<file path="config.mk">
export PLATFORM = sky130hd
export DESIGN_NAME = vvp_shacc
export DESIGN_NICKNAME = d
export VERILOG_FILES = /design/src/rtl/vvp_pkg.sv /design/src/rtl/vvp_shacc_outreg.sv /design/src/rtl/vvp_shacc.sv
export SDC_FILE = /design/constraint.sdc
export NUM_CORES = 1
export LEC_CHECK = 0
export CAP_MARGIN = 30
export CELL_PAD_IN_SITES_DETAIL_PLACEMENT = 1
export CELL_PAD_IN_SITES_GLOBAL_PLACEMENT = 1
export CORE_MARGIN = 4
export CORE_UTILIZATION = 35
export CTS_BUF_LIST = sky130_fd_sc_hd__clkbuf_16
export DETAILED_ROUTE_END_ITERATION = 10
export GPL_TIMING_DRIVEN = 0
export PLACE_DENSITY = 0.64
export REMOVE_ABC_BUFFERS = 1
export SYNTH_ARGS = -nofsm -noshare
export SYNTH_HDL_FRONTEND = slang
export SYNTH_SLANG_ARGS = --single-unit
</file>
<file path="constraint.sdc">
create_clock -name clk -period 3.64 [get_ports clk]
set_clock_uncertainty 0.15 [all_clocks]
set_input_delay 0.728 -clock clk [delete_from_list [all_inputs] [get_ports clk]]
set_output_delay 0.728 -clock clk [all_outputs]
set_load 0.005 [all_outputs]
</file>
<file path="src/rtl/vvp_pkg.sv">
// vvp_pkg: shared constants, types and helpers for the vvp accumulation path.
//   IW_DEF / OW_DEF / CW_DEF : default partial-sum, accumulator and counter widths
//   psum_t / acc_t           : signed partial-sum and accumulator types at defaults
//   sat_add                  : wide signed add with clamp to an ow-bit range,
//                              used when VVP_SHACC_SAT_EN is defined
package vvp_pkg;

  localparam int IW_DEF = 8;
  localparam int OW_DEF = 32;
  localparam int CW_DEF = 6;

  // Working width of sat_add; the clamp range must fit with headroom,
  // so accumulators up to 62 bits are supported by the saturating build.
  localparam int SAT_W = 64;

  typedef logic signed [IW_DEF-1:0] psum_t;
  typedef logic signed [OW_DEF-1:0] acc_t;

  // a + b evaluated at SAT_W bits, clamped to [-(2^(ow-1)), 2^(ow-1)-1].
  function automatic logic signed [SAT_W-1:0] sat_add(
    input  logic signed [SAT_W-1:0] a,
    input  logic signed [SAT_W-1:0] b,
    input  int                      ow,
    output logic                    clamped
  );
    logic signed [SAT_W-1:0] sum;
    logic signed [SAT_W-1:0] hi;
    logic signed [SAT_W-1:0] lo;
    sum     = a + b;
    hi      = (64'sd1 <<< (ow - 1)) - 64'sd1;
    lo      = -(64'sd1 <<< (ow - 1));
    clamped = 1'b0;
    sat_add = sum;
    if (sum > hi) begin
      sat_add = hi;
      clamped = 1'b1;
    end else if (sum < lo) begin
      sat_add = lo;
      clamped = 1'b1;
    end
  endfunction

endpackage

</file>
<file path="src/rtl/vvp_shacc_outreg.sv">
// vvp_shacc_outreg: single-entry valid/ready result register.
//   clk, rst_n            : clock, asynchronous active-low reset
//   load                  : capture load_data/load_nbits/load_sat this edge
//   load_data/nbits/sat   : result fields to capture
//   out_ready             : consumer accepts the held result
//   out_valid/data/nbits/sat : held result
//   in_ready              : register can take a new result this cycle
module vvp_shacc_outreg
  import vvp_pkg::*;
#(
  parameter int OW = OW_DEF,
  parameter int CW = CW_DEF
) (
  input  logic                 clk,
  input  logic                 rst_n,
  input  logic                 load,
  input  logic signed [OW-1:0] load_data,
  input  logic [CW-1:0]        load_nbits,
  input  logic                 load_sat,
  input  logic                 out_ready,
  output logic                 out_valid,
  output logic signed [OW-1:0] out_data,
  output logic [CW-1:0]        out_nbits,
  output logic                 out_sat,
  output logic                 in_ready
);

  // Free when empty or being drained this cycle; independent of the producer.
  assign in_ready = !out_valid || out_ready;

  always_ff @(posedge clk or negedge rst_n) begin
    if (!rst_n) begin
      out_valid <= 1'b0;
      out_data  <= '0;
      out_nbits <= '0;
      out_sat   <= 1'b0;
    end else if (load) begin
      // Reload wins over drain so back-to-back results leave no bubble.
      out_valid <= 1'b1;
      out_data  <= load_data;
      out_nbits <= load_nbits;
      out_sat   <= load_sat;
    end else if (out_ready) begin
      // Data fields keep their stale value after a drain.
      out_valid <= 1'b0;
    end
  end

endmodule

</file>
<file path="src/rtl/vvp_shacc.sv">
// vvp_shacc: bit-serial shift-accumulator behind the vvp dot-product stage.
// Combines signed per-plane partial sums MSB-first (acc = 2*acc + term) and
// hands the finished result to a single-entry valid/ready output register.
//   clk, rst_n                    : clock, asynchronous active-low reset
//   in_valid/in_ready             : partial-sum beat handshake
//   in_data                       : signed partial sum (IW bits)
//   in_first/in_last              : MSB plane / LSB plane markers
//   in_neg                        : subtract this plane
//   out_valid/out_ready           : result handshake
//   out_data                      : signed result (OW bits)
//   out_nbits                     : plane count, saturating at 2^CW-1
//   out_sat                       : result was clamped
// Build option: define VVP_SHACC_SAT_EN to clamp each update to the signed
// OW-bit range and report clamping on out_sat; otherwise updates wrap and
// out_sat stays 0.
module vvp_shacc
  import vvp_pkg::*;
#(
  parameter int IW = IW_DEF,
  parameter int OW = OW_DEF,
  parameter int CW = CW_DEF
) (
  input  logic                 clk,
  input  logic                 rst_n,
  input  logic                 in_valid,
  output logic                 in_ready,
  input  logic signed [IW-1:0] in_data,
  input  logic                 in_first,
  input  logic                 in_last,
  input  logic                 in_neg,
  output logic                 out_valid,
  input  logic                 out_ready,
  output logic signed [OW-1:0] out_data,
  output logic [CW-1:0]        out_nbits,
  output logic                 out_sat
);

  localparam logic [CW-1:0] CNT_MAX = '1;

  logic signed [OW-1:0] acc;
  logic signed [OW-1:0] acc_nx;
  logic signed [OW-1:0] data_ext;
  logic signed [OW-1:0] term;
  logic signed [OW-1:0] base;
  logic [CW-1:0]        cnt;
  logic [CW-1:0]        cnt_nx;
  logic                 sat_nx;
  logic                 accept;

  assign accept = in_valid && in_ready;

  // Extend before negating so the most negative IW value negates exactly.
  assign data_ext = {{(OW-IW){in_data[IW-1]}}, in_data};
  assign term     = in_neg ? -data_ext : data_ext;

  // A first beat starts from zero regardless of any leftover state.
  assign base   = in_first ? '0 : acc;
  assign cnt_nx = in_first ? CW'(1) : ((cnt == CNT_MAX) ? CNT_MAX : cnt + 1'b1);

`ifdef VVP_SHACC_SAT_EN
  logic                    sat_reg;
  logic                    clamped;
  logic signed [SAT_W-1:0] wide_sum;

  always_comb begin
    clamped  = 1'b0;
    wide_sum = sat_add({{(SAT_W-OW){base[OW-1]}}, base} <<< 1,
                       {{(SAT_W-OW){term[OW-1]}}, term}, OW, clamped);
    acc_nx   = wide_sum[OW-1:0];
    // Sticky within one result; a first beat drops the previous result's flag.
    sat_nx   = (in_first ? 1'b0 : sat_reg) | clamped;
  end
`else
  assign acc_nx = (base <<< 1) + term;
  assign sat_nx = 1'b0;
`endif

  always_ff @(posedge clk or negedge rst_n) begin
    if (!rst_n) begin
      acc <= '0;
      cnt <= '0;
`ifdef VVP_SHACC_SAT_EN
      sat_reg <= 1'b0;
`endif
    end else if (accept) begin
      if (in_last) begin
        // Result moves to the output register; accumulator returns to idle.
        acc <= '0;
        cnt <= '0;
`ifdef VVP_SHACC_SAT_EN
        sat_reg <= 1'b0;
`endif
      end else begin
        acc <= acc_nx;
        cnt <= cnt_nx;
`ifdef VVP_SHACC_SAT_EN
        sat_reg <= sat_nx;
`endif
      end
    end
  end

  vvp_shacc_outreg #(
    .OW (OW),
    .CW (CW)
  ) u_outreg (
    .clk        (clk),
    .rst_n      (rst_n),
    .load       (accept && in_last),
    .load_data  (acc_nx),
    .load_nbits (cnt_nx),
    .load_sat   (sat_nx),
    .out_ready  (out_ready),
    .out_valid  (out_valid),
    .out_data   (out_data),
    .out_nbits  (out_nbits),
    .out_sat    (out_sat),
    .in_ready   (in_ready)
  );

endmodule

</file>
==> impl_results.md, run 1 <==
* Outcome: finished with violations
* Violated checks: negative setup slack
* CTS Buffer Depth at 2
* Syn. warnings at 0
* Gr ovfl total at 0
* Antenna violations before repair at 0
* Post-synth EDFFs at 0
* Largest family of logic cells by synthesized area: compound AO/OA/AOI/OAI gates
* Largest net degree at the start of global routing at 44
* Mapped Area at 5380 µm²
* Critical path launch point type: primary input
* Antenna-violating nets left at 0
* Yosys top cell by area: dfrtp_1
* Fraction of layout cells with a size suffix above 1 at 31.7%
* Number of global-route vias before repair at 5,299
* Synth Area in Adders at 10.6%
* VDD IR max at 0.000332 V
* Max_slew headroom at 36.2%
* Top FF cell, synth: dfrtp_1
* Yosys top cell area share at 35.3%
* Total Routing Usage GR at 20.0%
* # rows at 45
* Routed wire length at 18,500 µm
* Worst skew pair latency at 360 ps
* Post-Syn Instances at 609
* Ant diodes at 0
* Chip Height at 132 µm
* PortBufs at 54
* Post-layout total power at 3860 µW
* Setup crit end kind: register
* CTS H-Tree Depth at 3
* LEAKAGE at 0.00321 µW
* Avg WL per Cell at 20.9 µm
* CORE AREA at 15,100 µm²
* Worst path arrival time at 4050 ps
* IO Count at 56
* Pins Over Slew Limit at 0
* Area grow syn2layout at 42.3%
* TritonRoute pass-1 iters at 5
* Global-route wire length before repair at 28,300 µm
* Worst min-delay path class: in2async
* CTS clock-pin slew for the worst setup and hold paths at 60 ps
* Die ar. at 17,400 µm²
* Most common cell in the netlist: nand2_1
* Fin. Hold Viols at 0
* Via count at 4,942
* Post-Layout Cell Count at 883
* Sequential share of the synthesized area at 35.3%
* Final setup vio count at 34
* DRT iter0 DRCs at 213
* Clk sink count at 76
* Area contributors post-synth: dfrtp_1 (35%), ha_1 (10%), nand2_1 (6.8%)
* Mux share of post-synthesis cell area at 2.93%
* Initial core utilization at 35.5%
* Yosys cell types at 65
* Root buffer cell: clkbuf_16
* Synth Area per Inst at 8.83 µm²
* Period utilization at 109%
* Placed instance count at 820
* CTS tree: done
* Worst hold margin at 202 ps
* Synth Area in Simple Gates at 19.2%
* XOR/XNOR Fraction of Synth Area at 5.37%
* PwrDens at 504 nW/µm²
* Critical path fanouts, max at 4
* Least-Margin Pin Slew at 954 ps
* Setup TNS at -6510 ps
* Max Cap Violations at 0
* Nets at 750
* Die Wd at 132 µm
* WP data required at 3730 ps
* Top cells by count, synth: nand2_1 (97), dfrtp_1 (76), a21oi_1 (53)
* Unrepaired setup endpoints after global routing: true
* Post-DP HPWL at 11,600 µm
* Total CTS buffers at 9
* Compound-Gate Fraction of Synth Area at 22.9%
* Setup ws final at -321 ps
* #FFs+latches synth at 76
* Vias per std cell at 5.60
* Crit path kind: in2reg
* Min Tclk post-route at 3960 ps
* Gpl congestion at 0.892
* # DRC at 0
* Max frequency at 252 MHz
* Asr flop ratio synth at 100%
==> state kept, by name, summed over array words and instances, names as in the netlist <==
| signal | cells |
|---|---|
| cnt | 6 |
| acc | 31 |
| u_outreg.out_nbits | 6 |
| u_outreg.out_data | 32 |
| u_outreg.out_valid | 1 |
==> stage by stage <==
step | utilization [%] | setup WS (ps) | instance area, µm²
final | 50.5 | -321 | 7650
after global routing | 50.5 | -432 | 7650
after CTS | 47.1 | -368 | 7130
after detailed placement | 39.8 | -1480 | 6030
after global placement | 39.6 | -1470 | 6000
after floorplan | - | -352 | 5220
==> layer usage <==
| layer | track usage [%] | vias to the layer above | wire length [µm] | part of all wire, % |
|---|---|---|---|---|
| met5 | 0 | - | 0 | 0 |
| met4 | 5.89 | 0 | 372 | 2.0 |
| met3 | 4.39 | 29 | 451 | 2.4 |
| met2 | 34.7 | 83 | 9510 | 52 |
| met1 | 24.9 | 2503 | 8120 | 44 |
| li1 | - | 2327 | - | - |
==> power by group <==
part | switching (µW) | internal (µW) | leakage, µW
combinational | 849 | 871 | 0.00209
sequential | 109 | 1050 | 0.000968
clock | 381 | 599 | 0.000159
==> path summary, 6_finish.rpt <==
| kind | from | to | slack, ps | cells past startpoint |
|---|---|---|---|---|
| min in group clk | acc[3] | acc[3] | 320 | 2 |
| hold reg to reg | acc[3] | acc[3] | 320 | 2 |
| setup / recovery | in_data[0] | u_outreg.out_data[30] | -320 | 17 |
| hold / removal | rst_n | acc[28] | 200 | 1 |
| setup reg to reg | acc[0] | u_outreg.out_data[29] | 580 | 12 |
| max in group asynchronous | rst_n | acc[8] | 2540 | 2 |
==> final cells by class <==
type                       count  area [µm²]
multi-input combinational    491        4190
fill                        1666        7490
sequential                    76        1900
clock inverter                 7        92.6
clock buffer                   9         225
timing repair buffer         103         970
tap                          188         235
inverter                       9        42.5
==> kinds of logic after synthesis <==
kind of cell / after synthesis
other: 1
AND/OR/NAND/NOR: 211
adder cells (fa/ha/maj): 45
buffers and inverters: 42
AO/OA/AOI/OAI: 187
multiplexers: 14
XOR/XNOR: 33
flip-flops: 76
==> cells in the final DEF, fill, tap and decap left out, types with 4 or more instances in the layout <==
cell and instances:
dfrtp_1 76, or3_4 8, o31ai_1 11, buf_6 16, xor2_2 4, and3_1 5, ha_4 19, o21ai_0 32
mux2_2 11, ha_2 7, xnor2_1 16, nand2_1 91, nor2b_1 31, nand2b_1 6, buf_4 33, o21ai_1 12
nand2_2 6, a21oi_4 17, a21oi_2 10, a21oi_1 30, clkdlybuf4s50_1 43, ha_1 18, xnor2_2 5, o21bai_1 4
nor2_1 14, clkbuf_16 9, nand4_1 8, inv_1 8, nor2_2 7, a21o_1 9, o21ai_2 8, nand3_1 6
a22o_1 12, xor2_1 6
==> critical path, stage by stage <==
cell	delay [ps]
buf_6	110
inv_4	50
ha_4	120
nand2_2	50
or3_4	350
or3_4	350
ha_1	190
nand2_1	80
nand2_2	110
ha_4	350
nand2_4	60
or3_4	400
or3_4	350
a21oi_4	170
a31oi_2	130
xnor2_2	170
mux2_4	270
==> repair_timing <==
action,4_1_cts,5_1_grt
gates cloned,0,0
buffers inserted,31,21
hold buffers,0,0
pin swaps,42,51
endpoints found under the setup margin,47,45
resized for setup,148,85
Note: power is estimated with default switching activity, not from simulation.
==> run 2: changes to the inputs <==
--- a/config.mk
+++ b/config.mk
@@ -12,6 +12,7 @@
 export CORE_UTILIZATION = 35
 export CTS_BUF_LIST = sky130_fd_sc_hd__clkbuf_16
 export DETAILED_ROUTE_END_ITERATION = 10
+export GPL_ROUTABILITY_DRIVEN = 0
 export GPL_TIMING_DRIVEN = 0
 export PLACE_DENSITY = 0.64
 export REMOVE_ABC_BUFFERS = 1
==> run 2 against run 1 <==
Against the previous run:
- the run still ends with negative setup slack left
- power shrank 0.55%
- global-route usage grew 0.57 points
- via count is essentially flat
- worst hold slack is essentially flat
- critical path depth shrank 2
- largest cell class unchanged
- highest routed layer unchanged
==> impl_results.md, run 2 (synthesis results as in run 1) <==
* PortBufs at 54 (unchanged)
* Most frequent cells in the layout: nand2_1 (92), dfrtp_1 (76), buf_4 (47)
* Gr ovfl total at 0 (unchanged)
* Unrepaired setup endpoints after global routing: true
* Placed instance count at 820 (unchanged)
* Placed cell area at 6030 µm² (unchanged)
* Via count at 4,938 (-0.081%)
* Period utilization at 110% (+1.3 points)
* Largest net degree at the start of global routing at 43 (-2.3%)
* CTS clock-pin slew for the worst setup and hold paths at 60 ps (about the same)
* CTS Hold Buffers Added at 0 (unchanged)
* Max_slew headroom at 34.8% (-1.4 points)
* Design Area, Final at 7650 µm² (about the same)
* Pins Over Slew Limit at 0 (unchanged)
* Antenna violations before repair at 1 (+1)
* Clk sink count at 76 (unchanged)
* Crit path kind: in2reg
* Antenna-violating nets left at 0 (unchanged)
* Largest Register: u_outreg.out_data
* Buf/Inv on CP at 3 (+1)
* Final core occ at 50.5% (about the same)
* Violated checks: negative setup slack
* # rows at 45 (unchanged)
* Worst path arrival time at 4060 ps (about the same)
* Max reg flops at 32 (unchanged)
* Die ar. at 17,400 µm² (unchanged)
* Worst min-delay path class: in2async
* IO Count at 56 (unchanged)
* Area grow syn2layout at 42.2% (about the same)
* Chip Height at 132 µm (unchanged)
* Die Wd at 132 µm (unchanged)
* CTS H-Tree Depth at 3 (unchanged)
* Fin. Hold Viols at 0 (unchanged)
* Slowest cell on crit path: or3_4
* VDD IR max at 0.000328 V (-1.2%)
* Critical Path Max Stage Delay at 440 ps (+40 ps)
* Final setup vio count at 39 (+15%)
* Critical path launch point type: primary input
* WP data required at 3700 ps (-30 ps)
* Worst skew pair latency at 350 ps (about the same)
* Initial core utilization at 35.5% (unchanged)
* # DRC at 0 (unchanged)
* Number of global-route vias before repair at 5,437 (+2.6%)
* Outcome: finished with violations
* PwrDens at 502 nW/µm² (-0.50%)
* Max Cap Violations at 0 (unchanged)
* Top delay family on crit path: compound AO/OA/AOI/OAI gates
* CTS Buffer Depth at 2 (unchanged)
* Global-route wire length before repair at 29,000 µm (+2.6%)
* LEAKAGE at 0.00323 µW (+0.48%)
* Min Tclk post-route at 4010 ps (+48.1 ps)
* Commonest non-fill, non-tap cell in the layout: nand2_1
* DRT iter0 DRCs at 256 (+20%)
* Worst hold margin at 202 ps (-0.426 ps)
* Vias per std cell at 5.54 (-0.98%)
* Max frequency at 249 MHz (-1.2%)
* Routed wire length at 18,500 µm (+0.10%)
* CTS tree: done
* CORE AREA at 15,100 µm² (unchanged)
* Avg WL per Cell at 20.7 µm (-0.80%)
* Crit path cell chain: dlygate4sd2_1 > or3_4 > or3_4 > ha_4 > a21oi_4 > ha_4 > buf_4 > nand2_2 > o221ai_2 > a211oi_4 > a21oi_4 > buf_6 > a211oi_2 > xor2_1 > o21ai_1
* Critical path fanouts, max at 5 (+1)
* Post-Layout Cell Count at 891 (+0.91%)
* Setup ws final at -369 ps (-48.1 ps)
* TritonRoute pass-1 iters at 4 (-1)
* Top flop regs: u_outreg.out_data (32), acc (31)
* Least-Margin Pin Slew at 977 ps (+22.8 ps)
* Fraction of layout cells with a size suffix above 1 at 32.1% (+0.40 points)
* Post-DP HPWL at 11,600 µm (+0.15%)
* Root buffer cell: clkbuf_16
* Total CTS buffers at 9 (unchanged)
* Total Routing Usage GR at 20.5% (+0.57 points)
* Setup crit end kind: register
* Nets at 757 (+0.93%)
[run 2: metrics by stage]
| stage | setup WS, ps | setup TNS, ps | power (µW) |
|---|---|---|---|
| 2_1_floorplan | -352 | -5380 | 1870 |
| 3_3_place_gp | -1480 | -156110 | 2390 |
| 3_5_place_dp | -1480 | -53320 | 2420 |
| 4_1_cts | -366 | -7350 | 3710 |
| 5_1_grt | -476 | -12770 | 4080 |
| 6_report | -369 | -9080 | 3840 |
[run 2: layer usage]
metal / global-route usage (%) / up-vias / part of all wire (%)
li1: - / 2343 / -
met3: 3.21 / 42 / 2.4
met1: 25.6 / 2475 / 43
met5: 0 / - / 0
met2: 35.7 / 78 / 52
met4: 7.99 / 0 / 2.9
[run 2: worst paths after layout]
kind                            depth (start not counted)  startpoint  slack (ps)                     to
worst max register to register                         13      acc[0]         600                acc[17]
worst min register to register                          2      acc[8]         330                 acc[8]
max in group asynchronous                               2       rst_n        2530  u_outreg.out_data[15]
worst max-delay path                                   15  in_data[5]        -370                acc[22]
worst min-delay path                                    1       rst_n         200  u_outreg.out_data[28]
min in group clk                                        2      acc[8]         330                 acc[8]
[run 2: what timing repair did]
action,in CTS,in global routing
setup buffers,40,15
setup endpoints to repair,47,46
pin swaps,39,36
resized for setup,150,62
endpoints found under the hold margin,0,0
[run 2: power breakdown]
group / switching [µW] / leakage [µW] / total [µW] / internal [µW]
Clock: 389 / 0.000155 / 987 / 599
Combinational: 833 / 0.00211 / 1690 / 861
Sequential: 108 / 0.000968 / 1160 / 1050
Total: 1330 / 0.00323 / 3840 / 2510
[run 2: layout make-up]
cell class / count / area (µm²)
inverters: 9 / 42.5
flip-flops and latches: 76 / 1900
diodes: 1 / 2.50
repair buffers: 110 / 996
well taps: 188 / 235
fillers: 1666 / 7500
clock inverters: 7 / 90.1
clock buffers: 9 / 225
multi-input cells: 491 / 4160
